[src/rtl/riscv_pkg.sv]
// Shared integer-core definitions for the writeback controller and scoreboard.
// Contents:
//   XLEN        - register data width
//   REG_ADDR_W  - register address width
//   REGFILE_NUM - number of architectural registers (x0 hardwired zero)
//   wb_req_t    - one writeback request: destination register and result
package riscv_pkg;

    localparam int XLEN        = 32;
    localparam int REG_ADDR_W  = 5;
    localparam int REGFILE_NUM = 2 ** REG_ADDR_W;

    typedef struct packed {
        logic [REG_ADDR_W-1:0] addr;
        logic [XLEN-1:0]       data;
    } wb_req_t;

endpackage

[src/rtl/rr_arbiter.sv]
// Round-robin arbiter with a rotating priority pointer.
// Ports:
//   clk  - clock, pointer updates on rising edge
//   rst  - asynchronous reset, active-low; forces pointer to 0 and grant to 0
//   req  - request vector, one bit per requester
//   gnt  - one-hot grant (or all zero), combinational from req and pointer
module rr_arbiter #(
    parameter int N = 3
) (
    input  logic         clk,
    input  logic         rst,
    input  logic [N-1:0] req,
    output logic [N-1:0] gnt
);

    localparam int PTR_W = $clog2(N);

    logic [PTR_W-1:0] ptr;
    logic [PTR_W-1:0] gnt_idx;
    logic             found;
    int               idx;

    // Scan requesters starting at the pointer; the first active one wins.
    // Grants are suppressed while reset is asserted.
    always_comb begin
        gnt     = '0;
        gnt_idx = '0;
        found   = 1'b0;
        idx     = 0;
        for (int k = 0; k < N; k++) begin
            idx = (int'(ptr) + k) % N;
            if (!found && rst && req[idx]) begin
                gnt[idx] = 1'b1;
                gnt_idx  = PTR_W'(idx);
                found    = 1'b1;
            end
        end
    end

    // Priority moves to the requester after the winner; holds when idle.
    always_ff @(posedge clk or negedge rst) begin
        if (!rst) begin
            ptr <= '0;
        end else if (found) begin
            ptr <= (gnt_idx == PTR_W'(N - 1)) ? '0 : gnt_idx + 1'b1;
        end
    end

endmodule

[src/rtl/regfile_wb_ctrl.sv]
// Writeback controller and register scoreboard.
// Shares the regfile write port among NUM_SRC producers in round-robin order,
// keeps one pending bit per architectural register, reports RAW hazards on the
// two read ports and holds issue on a WAW.
// Ports:
//   clk, rst               - clock and asynchronous active-low reset
//   req_vld/rdy/addr/data  - producer handshakes, slice i belongs to producer i
//   wr_en/wr_addr/wr_data  - registered regfile write port
//   issue_vld/rd/rdy       - decode destination-register reservation
//   rs1_*/rs2_*            - read-port hazard queries
//   flush                  - clears every pending bit
module regfile_wb_ctrl
    import riscv_pkg::*;
#(
    parameter int NUM_SRC = 3
) (
    input  logic                          clk,
    input  logic                          rst,
    input  logic [NUM_SRC-1:0]            req_vld,
    output logic [NUM_SRC-1:0]            req_rdy,
    input  logic [NUM_SRC*REG_ADDR_W-1:0] req_addr,
    input  logic [NUM_SRC*XLEN-1:0]       req_data,
    output logic                          wr_en,
    output logic [REG_ADDR_W-1:0]         wr_addr,
    output logic [XLEN-1:0]               wr_data,
    input  logic                          issue_vld,
    input  logic [REG_ADDR_W-1:0]         issue_rd,
    output logic                          issue_rdy,
    input  logic                          rs1_en,
    input  logic [REG_ADDR_W-1:0]         rs1_addr,
    input  logic                          rs2_en,
    input  logic [REG_ADDR_W-1:0]         rs2_addr,
    output logic                          rs1_hazard,
    output logic                          rs2_hazard,
    input  logic                          flush
);

    wb_req_t                sel;
    logic                   accept;
    logic                   issue_fire;
    logic [REGFILE_NUM-1:0] pending;
    logic [REGFILE_NUM-1:0] pending_nxt;

    rr_arbiter #(.N(NUM_SRC)) u_arb (
        .clk (clk),
        .rst (rst),
        .req (req_vld),
        .gnt (req_rdy)
    );

    // Select the granted producer's address and data.
    always_comb begin
        sel = '0;
        for (int i = 0; i < NUM_SRC; i++) begin
            if (req_rdy[i]) begin
                sel.addr = req_addr[i*REG_ADDR_W +: REG_ADDR_W];
                sel.data = req_data[i*XLEN +: XLEN];
            end
        end
    end

    assign accept = |req_rdy;

    // Write port is one cycle behind the accept. Writes to x0 are swallowed,
    // and address/data only move on a real write so they hold otherwise.
    always_ff @(posedge clk or negedge rst) begin
        if (!rst) begin
            wr_en   <= 1'b0;
            wr_addr <= '0;
            wr_data <= '0;
        end else begin
            wr_en <= accept && (sel.addr != '0);
            if (accept && (sel.addr != '0)) begin
                wr_addr <= sel.addr;
                wr_data <= sel.data;
            end
        end
    end

    assign issue_rdy  = !pending[issue_rd] || (issue_rd == '0);
    assign issue_fire = issue_vld && issue_rdy && (issue_rd != '0);

    // Clear on accept, then set on issue, then flush overrides everything.
    // issue_rdy only looks at current state, so the same register is never
    // both cleared and set in one cycle.
    always_comb begin
        pending_nxt = pending;
        if (accept) begin
            pending_nxt[sel.addr] = 1'b0;
        end
        if (issue_fire) begin
            pending_nxt[issue_rd] = 1'b1;
        end
        if (flush) begin
            pending_nxt = '0;
        end
        pending_nxt[0] = 1'b0;
    end

    always_ff @(posedge clk or negedge rst) begin
        if (!rst) begin
            pending <= '0;
        end else begin
            pending <= pending_nxt;
        end
    end

    // The write-in-flight term covers the cycle where the regfile has not yet
    // captured the value, since its read is registered.
    assign rs1_hazard = rs1_en && (rs1_addr != '0) &&
                        (pending[rs1_addr] || (wr_en && (wr_addr == rs1_addr)));
    assign rs2_hazard = rs2_en && (rs2_addr != '0) &&
                        (pending[rs2_addr] || (wr_en && (wr_addr == rs2_addr)));

endmodule

[config.mk]
export PLATFORM = sky130hd
export DESIGN_NAME = regfile_wb_ctrl
export DESIGN_NICKNAME = d
export VERILOG_FILES = /design/src/rtl/riscv_pkg.sv /design/src/rtl/rr_arbiter.sv /design/src/rtl/regfile_wb_ctrl.sv
export SDC_FILE = /design/constraint.sdc
export NUM_CORES = 1
export LEC_CHECK = 0
export BUFFER_PORTS_ARGS = -buffer_cell sky130_fd_sc_hd__buf_2
export CAP_MARGIN = 10
export CORE_MARGIN = 2
export CORE_UTILIZATION = 51
export DETAILED_ROUTE_END_ITERATION = 16
export PLACE_DENSITY_LB_ADDON = 0.3
export SYNTH_ARGS = -nofsm -noshare
export SYNTH_HDL_FRONTEND = slang
export SYNTH_SLANG_ARGS = --single-unit
[constraint.sdc]
create_clock -name clk -period 4.85 [get_ports clk]
set_input_delay 1.2125 -clock clk [delete_from_list [all_inputs] [get_ports clk]]
set_output_delay 1.2125 -clock clk [all_outputs]
set_load 0.05 [all_outputs]
Word-level counts from Yosys, hierarchy flattened
Index checks and enable logic that the tools add are counted.
- flip-flop bits (word level): 71
- word-level logic and storage cells: 103
- bitwise operators: 5
- $lt $le $gt $ge: 12
- add/subtract/negate cells: 3
- reduce and logical (&&, ||, !) cells: 31
- muxes and demuxes: 41
- equal/unequal tests: 3
- div/mod/pow operators: 3
- operators by type and width (cell ; count):
    $mux W37 ; 3
    $ge A32 B1 Y1 const B ; 3
    $lt A32 B4 Y1 const B ; 3
    $mux W32 ; 3
    $mod A32 B3 Y32 const B ; 2
    $and A32 B32 Y32 ; 1
    $mod A3 B3 Y32 const B ; 1
    $not A32 Y32 ; 1
    $or A32 B32 Y32 ; 1
    $lt A5 B6 Y1 const B ; 4
    $reduce_bool A5 Y1 ; 4
    $logic_and A1 B1 Y1 ; 19
    $mux W1 ; 17
    $bmux W1 S5 ; 3
    $demux W1 S5 ; 2
    $eq A5 B5 Y1 ; 2
    $ge A5 B1 Y1 const B ; 2
    $mux W3 ; 3
    $mux W2 ; 4
    $bmux W1 S2 ; 3
    $demux W1 S2 ; 3
    $or A3 B3 Y3 ; 2
    $logic_not A5 Y1 ; 1
    $add A2 B1 Y3 const B ; 1
    other kinds (6) ; 10

Logic depth before layout (Yosys ltp)
Gate-level depths: netlist (run 1).
- depth in word-level cells: 27
- depth in mapped cells: 15
- depth with buffers taken out: 10

Cells and area by module
Synthesis (run 1) repeated with hierarchy kept, for this count alone.
- cell total of the unflattened synthesis: 535
- area total of the unflattened synthesis: 5233.8 µm²
- by module, submodules not included (module ; seq. area each (µm²) ; instances ; area each (µm²) ; cells an instance):
    regfile_wb_ctrl ; 1726.7 ; 1 ; 4793.3 ; 481
    rr_arbiter ; 50.0 ; 1 ; 440.4 ; 54

Worst setup path after synthesis (run 1)
No wires, ideal clock.
- kind: input to output
- start point: input issue_rd[0]
- end point: output issue_rdy
- data arrival time: 3334 ps
- path buffers: 2
- data required time: 3638 ps
- path slack: 303 ps
- cell stages on the path: 6
- cells stage by stage: clkbuf_1 > clkbuf_1 > mux4_2 > a22oi_1 > mux2i_1 > nor2_1
- longest elaborated chain between the ends: 4
- elaborated cells on any way between the ends: 5
- classes of those cells: 2 x mux; 3 x reduce/logical
- RTL lines (item ; RTL line ; source):
    from (decl) ; regfile_wb_ctrl.sv:27 ; input logic [REG_ADDR_W-1:0] issue_rd,
    $bmux W1 S5 ; regfile_wb_ctrl.sv:80 ; assign issue_rdy = !pending[issue_rd] || (issue_rd == '0);
    $mux W1 (not written as such) ; regfile_wb_ctrl.sv:80 ;
    $logic_not A1 Y1 ; regfile_wb_ctrl.sv:80 ;
    $logic_or A1 B1 Y1 (*) ; regfile_wb_ctrl.sv:80 ;
    to (decl) ; regfile_wb_ctrl.sv:28 ; output logic issue_rdy,
Mark *: on every way between the ends. The rest lies on a longest branch, timed or not. The select of a mux whose other input is x is not followed.

Worst setup path after layout (run 1)
- start point: input req_vld[1]
- end point: output req_rdy[0]
- longest elaborated chain between the ends: 13
- elaborated cells on any way between the ends: 23
- classes of those cells: 14 x mux; 2 x bitwise; 7 x reduce/logical
- RTL lines (item ; RTL line ; source):
    from (decl) ; regfile_wb_ctrl.sv:19 ; input logic [NUM_SRC-1:0] req_vld,
    $bmux W1 S2 ; rr_arbiter.sv:32 ; if (!found && rst && req[idx]) begin
    $mux W1 (not written as such) (2 in a row) ; rr_arbiter.sv:32 ;
    $logic_and A1 B1 Y1 ; rr_arbiter.sv:32 ;
    $mux W1 ; rr_arbiter.sv:32 ;
    $logic_not A1 Y1 ; rr_arbiter.sv:32 ;
    $logic_and A1 B1 Y1 (2 in a row) ; rr_arbiter.sv:32 ;
    $mux W1 ; rr_arbiter.sv:32 ;
    $logic_not A1 Y1 ; rr_arbiter.sv:32 ;
    $logic_and A1 B1 Y1 (2 in a row) ; rr_arbiter.sv:32 ;
    $mux W3 (*) ; rr_arbiter.sv:32 ;
    to (decl) ; regfile_wb_ctrl.sv:20 ; output logic [NUM_SRC-1:0] req_rdy,
Marked as above.

==> results.toml, run 1 <==
[timing]
post-route-period-util = 0.887
tightest_slew_ns = 0.936
maxSlewHeadroom = 0.376
finalMaxSlewViolations = 0
whs_ns = 0.508
period_minus_slack_ns = 4.30
tns_ns = 0
fin_ws_ns = 0.550
hold_violations = 0
fmax_mhz = 233
rsz0062_at_grt = "no"
fin_skew_ns = 0.0155
setup_violations = 0

[route]
ant_nets = 0
first_iter_violations = 429
drt-total-wl_um = 14500
dr.pass1.iters = 5
avgRoutedWirePerCell_um = 17.6
via_count = 4953
drc_errors = 0
via_per_inst = 6.00

[floorplan]
die_area_mm2 = 0.0106
rows = 36
die_h_um = 103
core_area_mm2 = 0.00964
fp.dieW_um = 103
initial_core_util = 0.517
ios = 179

[clock_network]
post-cts-setup-buffers = 0
clk_path_buf_depth = 2
cts_tree = "done"
cts_inserted_buffers = 9
cts.sinks = 71
post_cts_resize_count = 0
holdBufCountCts = 0
cts.htree.levels = 3
clock_latency_ns = 0.34
root_buffer = "clkbuf_8"
clk_pin_slew_ns = 0.08

[logic_synthesis]
synth_mux_area_frac = 0.222
synth_compound_area_frac = 0.215
post-synth-top-area-cell = "dfrtp_1"
synth-xor-area-share = 0.0176
synth_top_area_frac = 0.356
synth_top_family_by_area = "multiplexers"
synthFlopType = "dfrtp_1"
netlist_area_mm2 = 0.00499
synth-adder-area-share = 0.0100
synth.most_common_cell = "o21ai_0"
synth_commonest_cells = "o21ai_0 (84), dfrtp_1 (71), nand2_1 (65)"
synth_edf_count = 0
synth_simple_gate_area_frac = 0.133
ys_warn_count = 0
seq_area_frac_synth = 0.356
netlist_instances = 525
synth.avg_cell_area_um2 = 9.50
synthArstFlopShare = 1.00
synth_cell_types = 46
syn-num-nets = 664
yosys_register_bits = 71
synthTopCellsByArea = "dfrtp_1 (36%), mux4_2 (11%), o21ai_0 (8.4%)"

[place]
post-place-ws_ns = 0.315
port_buffers = 178
hpwlAfterDp_um = 10900
gp_routability_congestion = 0.966

[critical_path]
critical_path_class = "in2out"
required_ns = 3.64
reg2reg_from = "u_arb.ptr[1]$_DFFE_PN0P_"
startpoint = "req_vld[1]"
path_max_fanout = 6
critPathLaunchType = "input pin"
worst_setup_path_end_kind = "primary output"
cp.arrival_ns = 3.09

[global_routing]
grt_pass1_wl_um = 22100
grt_remaining_overflow = 0
grt_antenna_before_repair = 0
grt_start_max_net_pins = 73
grt_pass1_vias = 4367
grtUsageTotal = 0.268

[worst_hold_path]
min-delay-start = "wr_data[0]$_DFFE_PN0P_"
hold_path_class = "reg2reg"

[layout]
area_growth_pct = 23.3
drive_gt1_frac = 0.394
nFillCells = 842
layout.nets = 827
diodes = 0

[job]
maxCapViolations = 0

[power_and_ir_drop]
p_leak_uw = 0.00285
ir_worst_vdd_uv = 456
power_density_mw_per_mm2 = 564

[run_status]
status = "finished clean"
[final timing paths]
check                                          end  slack [ns]  cells after the start
min reg2reg                 wr_data[0]$_DFFE_PN0P_        0.51                      1
min                         wr_data[0]$_DFFE_PN0P_        0.51                      1
max in group asynchronous  wr_data[27]$_DFFE_PN0P_        3.05                      2
max                                     req_rdy[0]        0.55                      7
max reg2reg                 wr_data[9]$_DFFE_PN0P_        0.75                     11
min in group asynchronous     pending[8]$_DFF_PN0_        1.18                      2
[per-stage QoR]
stage	std cells	power, uW	area (um^2)	util
after global placement	809	2980	5960	0.618
after global routing	826	3710	6150	0.638
final	826	3470	6150	0.638
after CTS	825	3460	6130	0.636
after detailed placement	809	3040	5960	0.618
after floorplan	525	2570	4990	-
[layout by cell type (no fill, tap or decap), types with 2 or more instances in the layout]
master | Yosys | routed
a22oi_1 | 34 | 34
o2111ai_1 | 5 | 5
clkinv_4 | 0 | 3
or3_1 | 5 | 4
clkbuf_8 | 0 | 9
mux4_2 | 25 | 25
a211o_1 | 2 | 2
clkinv_2 | 0 | 2
mux2i_1 | 6 | 6
mux2_2 | 23 | 23
o21bai_1 | 3 | 3
buf_4 | 0 | 13
nand2b_1 | 6 | 6
xor2_1 | 8 | 8
mux2_4 | 15 | 15
dfrtp_1 | 71 | 71
xnor2_1 | 2 | 2
and2_1 | 3 | 3
o21ai_0 | 84 | 84
nor3_1 | 3 | 3
nor2b_1 | 12 | 12
nand3_1 | 14 | 14
buf_2 | 4 | 177
or4_1 | 3 | 3
nor4_1 | 5 | 5
nand2_1 | 65 | 65
nand3b_1 | 6 | 6
inv_1 | 13 | 13
a31o_2 | 2 | 2
a31oi_1 | 6 | 6
a21oi_1 | 32 | 32
ha_1 | 4 | 4
nor2_1 | 15 | 14
[per-layer routing]
| layer | routed length, um | part of all wire | vias up | GRT usage |
|---|---|---|---|---|
| li1 | - | - | 2288 | - |
| met1 | 6140 | 0.42 | 2400 | 0.374 |
| met2 | 7050 | 0.48 | 242 | 0.430 |
| met3 | 1120 | 0.077 | 23 | 0.0583 |
| met4 | 226 | 0.016 | 0 | 0.0668 |
| met5 | 0 | 0 | - | 0 |
[registers in the layout, indices dropped and copies added (netlist names)]
register and count:
wr_data 32, pending 31, wr_addr 5, u_arb.ptr 2, wr_en 1
[critical path, cell delays in order]
cell and delay (ns):
buf_2 0.13, mux2i_1 0.09, mux2_2 0.31, nor4_1 0.74, nor2_1 0.22, inv_1 0.11, buf_2 0.27
[where the power goes]
| part | internal (uW) | switching, uW | total [uW] |
|---|---|---|---|
| Sequential | 720 | 79.9 | 800 |
| Combinational | 871 | 1380 | 2250 |
| Clock | 188 | 231 | 420 |
[final cells by class]
cell class / instances / area [um^2] / area share
flip-flops and latches: 71 / 1780 / 0.289
clock buffers: 10 / 128 / 0.0208
inverters: 13 / 48.8 / 0.00794
clock inverters: 6 / 45.0 / 0.00733
repair buffers: 191 / 998 / 0.162
well taps: 133 / 166 / 0.0271
multi-input cells: 402 / 2980 / 0.485
[kinds of logic (layout without fill, tap and decap cells)]
kind of cell	Yosys count	count (layout)
flops	71	71
fa+ha+maj	4	4
xor+xnor	10	10
mux	69	69
simple gates	139	139
compound gates	180	180
buf+inv	52	220
Note: power is estimated with default switching activity, not from simulation.
==> run 2: changes to the inputs <==
Settings changed: BUFFER_PORTS_ARGS -buffer_cell sky130_fd_sc_hd__buf_2 to -buffer_cell sky130_fd_sc_hd__buf_4, CTS_CLUSTER_DIAMETER set to 100, SYNTH_HIERARCHICAL set to 1.
==> run 2 against run 1 <==
Synthesized cell count increased by 1.9%. Wire length increased by 6.4%. Setup slack improved by 0.22 ns. Maximum frequency increased by 5.4%. Cell count increased by 0.24%. Hold slack improved by 0.0058 ns. Register-to-register slack improved by 0.21 ns. Critical endpoint is now issue_rdy. Largest cell class unchanged. First-iteration DRC count decreased by 27%. Design area increased by 10%. Highest routed layer unchanged. Clock power increased by 30%.
==> results.toml, run 2 <==
[run_status]
status = "finished clean"

[timing]
hold_violations = 0
post-route-period-util = 0.841
tightest_slew_ns = 0.956
fin_skew_ns = 0.0120
whs_ns = 0.514
rsz0062_at_grt = "no"
setup_violations = 0
period_minus_slack_ns = 4.08
fmax_mhz = 245
tns_ns = 0
finalMaxSlewViolations = 0
maxSlewHeadroom = 0.362

[logic_synthesis]
synth.most_common_cell = "dfrtp_1"
post-synth-top-area-cell = "dfrtp_1"
synth_edf_count = 0
syn-num-nets = 674
yosys_register_bits = 71
synth_commonest_cells = "dfrtp_1 (71), nand2_1 (49), o21ai_0 (48)"
netlist_area_mm2 = 0.00523
synthFlopType = "dfrtp_1"
ys_warn_count = 6
synth_cell_types = 61
synthArstFlopShare = 1.00
seq_area_frac_synth = 0.339
netlist_instances = 535
synth.avg_cell_area_um2 = 9.78
synth_top_area_frac = 0.339
synthTopCellsByArea = "dfrtp_1 (34%), mux2_4 (8.3%), a22oi_1 (4.9%)"

[power_and_ir_drop]
power_switching_uw = 1800
p_comb_frac = 0.647
sw_frac_of_total = 0.465
p_int_uw = 2070
clkPwrFrac = 0.141
power_density_mw_per_mm2 = 571
ir_worst_vdd_uv = 496
p_leak_uw = 0.00316
seqPwrFrac = 0.212

[global_routing]
grt_start_max_net_pins = 52
grt_pass1_vias = 4745
grt_remaining_overflow = 0
grt_antenna_before_repair = 0
grtUsageTotal = 0.272
grt_pass1_wl_um = 24200

[clock_network]
holdBufCountCts = 0
clk_path_buf_depth = 2
post-cts-setup-buffers = 0
cts_tree = "done"
post_cts_resize_count = 0
cts.sinks = 71
root_buffer = "clkbuf_8"
clk_pin_slew_ns = 0.09
cts.htree.levels = 3
clock_latency_ns = 0.36
cts_inserted_buffers = 9

[place]
hpwlAfterDp_um = 11900
gp_routability_congestion = 0.952
port_buffers = 178
dpl_cell_area_mm2 = 0.00655

[layout]
final_cell_mix = "buf_4 (187), dfrtp_1 (71), nand2_1 (49)"
area_growth_pct = 29.4
diodes = 0
regMostFlops = "wr_data"
final_area_mm2 = 0.00677
layout_commonest_cell = "buf_4"
largest_reg_flops = 32
layout.nets = 829
drive_gt1_frac = 0.380
top_regs = "wr_data (32), pending (31), wr_addr (5)"

[critical_path]
reg2reg_from = "u_arb/ptr[1]$_DFFE_PN0P_"
r2r_slack_ns = 0.96
path_max_fanout = 9
crit_slowest_cell = "or3b_1"
critical_path_class = "in2out"
required_ns = 3.64
cp.arrival_ns = 2.87
critPathMaxStageDelay_ns = 0.47
r2r-end = "wr_data[20]$_DFFE_PN0P_"
ff2ff_path_depth = 13
critPathMostFrequentCell = "buf_4"
worst_setup_path_end_kind = "primary output"
critPathLaunchType = "input pin"
crit_chain = "buf_4 > or3b_1 > o22a_1 > o22ai_2 > a21oi_1 > and3_1 > buf_4"

[route]
avgRoutedWirePerCell_um = 18.7
via_per_inst = 6.04
dr.pass1.iters = 5
drt-total-wl_um = 15500
drc_errors = 0
first_iter_violations = 312
ant_nets = 0
via_count = 5000

[job]
maxCapViolations = 0

[worst_hold_path]
holdPathEnd = "wr_data[27]$_DFFE_PN0P_"
min-delay-start = "wr_data[27]$_DFFE_PN0P_"
min_delay_path_depth = 1
hold_path_class = "reg2reg"

[floorplan]
fp.dieW_um = 105
ios = 179
core_area_mm2 = 0.00986
die_h_um = 105
die_area_mm2 = 0.0111
initial_core_util = 0.531
rows = 36
run 2: changes by cell type in the layout (fill, tap and decap cells not counted), sizes merged, moves of 5 or more:
| cell | before | now |
|---|---|---|
| o21ai | 85 | 50 |
| o211ai | 1 | 27 |
| a21oi | 32 | 14 |
| mux2i | 6 | 23 |
| o31ai | 0 | 17 |
| nand2 | 65 | 49 |
| mux4 | 25 | 10 |
| a32o | 0 | 6 |
| nand4 | 0 | 6 |
| nand3b | 6 | 11 |
| nor2 | 15 | 10 |
| o2111ai | 5 | 0 |
run 2: area by class of cell:
cell class	instances	area, um^2
inverters	15	61.3
multi-input cells	406	3140
well taps	133	166
clock buffers	9	124
fillers	750	3090
clock inverters	7	104
flip-flops and latches	71	1780
repair buffers	187	1400
run 2: worst max-delay path by stage:
stage | endpoint | startpoint | cells after the start
2_1_floorplan | wr_data[0]$_DFFE_PN0P_ | req_vld[2] | 12
3_3_place_gp | wr_data[28]$_DFFE_PN0P_ | rst | 11
3_5_place_dp | wr_data[28]$_DFFE_PN0P_ | rst | 11
4_1_cts | issue_rdy | issue_rd[2] | 7
5_1_grt | wr_data[29]$_DFFE_PN0P_ | rst | 11
6_report | issue_rdy | issue_rd[2] | 7
run 2: metrics by stage:
| step | power (uW) | std cells | util | worst slack (ns) |
|---|---|---|---|---|
| 6_report | 3870 | 828 | 0.687 | 0.771 |
| 5_1_grt | 4070 | 828 | 0.687 | 0.655 |
| 4_1_cts | 3880 | 828 | 0.687 | 0.792 |
| 3_5_place_dp | 3340 | 812 | 0.664 | 0.599 |
| 3_3_place_gp | 3270 | 812 | 0.664 | 0.701 |
| 2_1_floorplan | 2940 | 535 | - | 0.550 |
run 2: cells by family (layout without fill, tap and decap cells):
| logic type | after synthesis | after routing | share of synthesized area |
|---|---|---|---|
| buf+inv | 58 | 218 | 0.0629 |
| mux | 70 | 70 | 0.187 |
| xor+xnor | 10 | 10 | 0.0167 |
| simple gates | 137 | 137 | 0.137 |
| flops | 71 | 71 | 0.339 |
| compound gates | 185 | 185 | 0.247 |
| fa+ha+maj | 4 | 4 | 0.00956 |
run 2: routing by layer:
metal | global-route usage | wire (um)
met5 | 0 | 0
met4 | 0.0790 | 276
met3 | 0.0550 | 1150
met2 | 0.449 | 7620
met1 | 0.361 | 6430
run 2: critical path, delay by kind of cell:
family / cells / cell delay (ns)
simple gates: 2 / 0.68
compound gates: 3 / 0.65
buf+inv: 2 / 0.31
run 2: power groups by stage:
stage          clock network (uW)  registers (uW)  logic [uW]
3_3_place_gp                    0             829        2440
4_1_cts                       547             819        2510
3_5_place_dp                    0             827        2510
6_report                      544             821        2500
2_1_floorplan                   0            1140        1800
5_1_grt                       568             836        2670
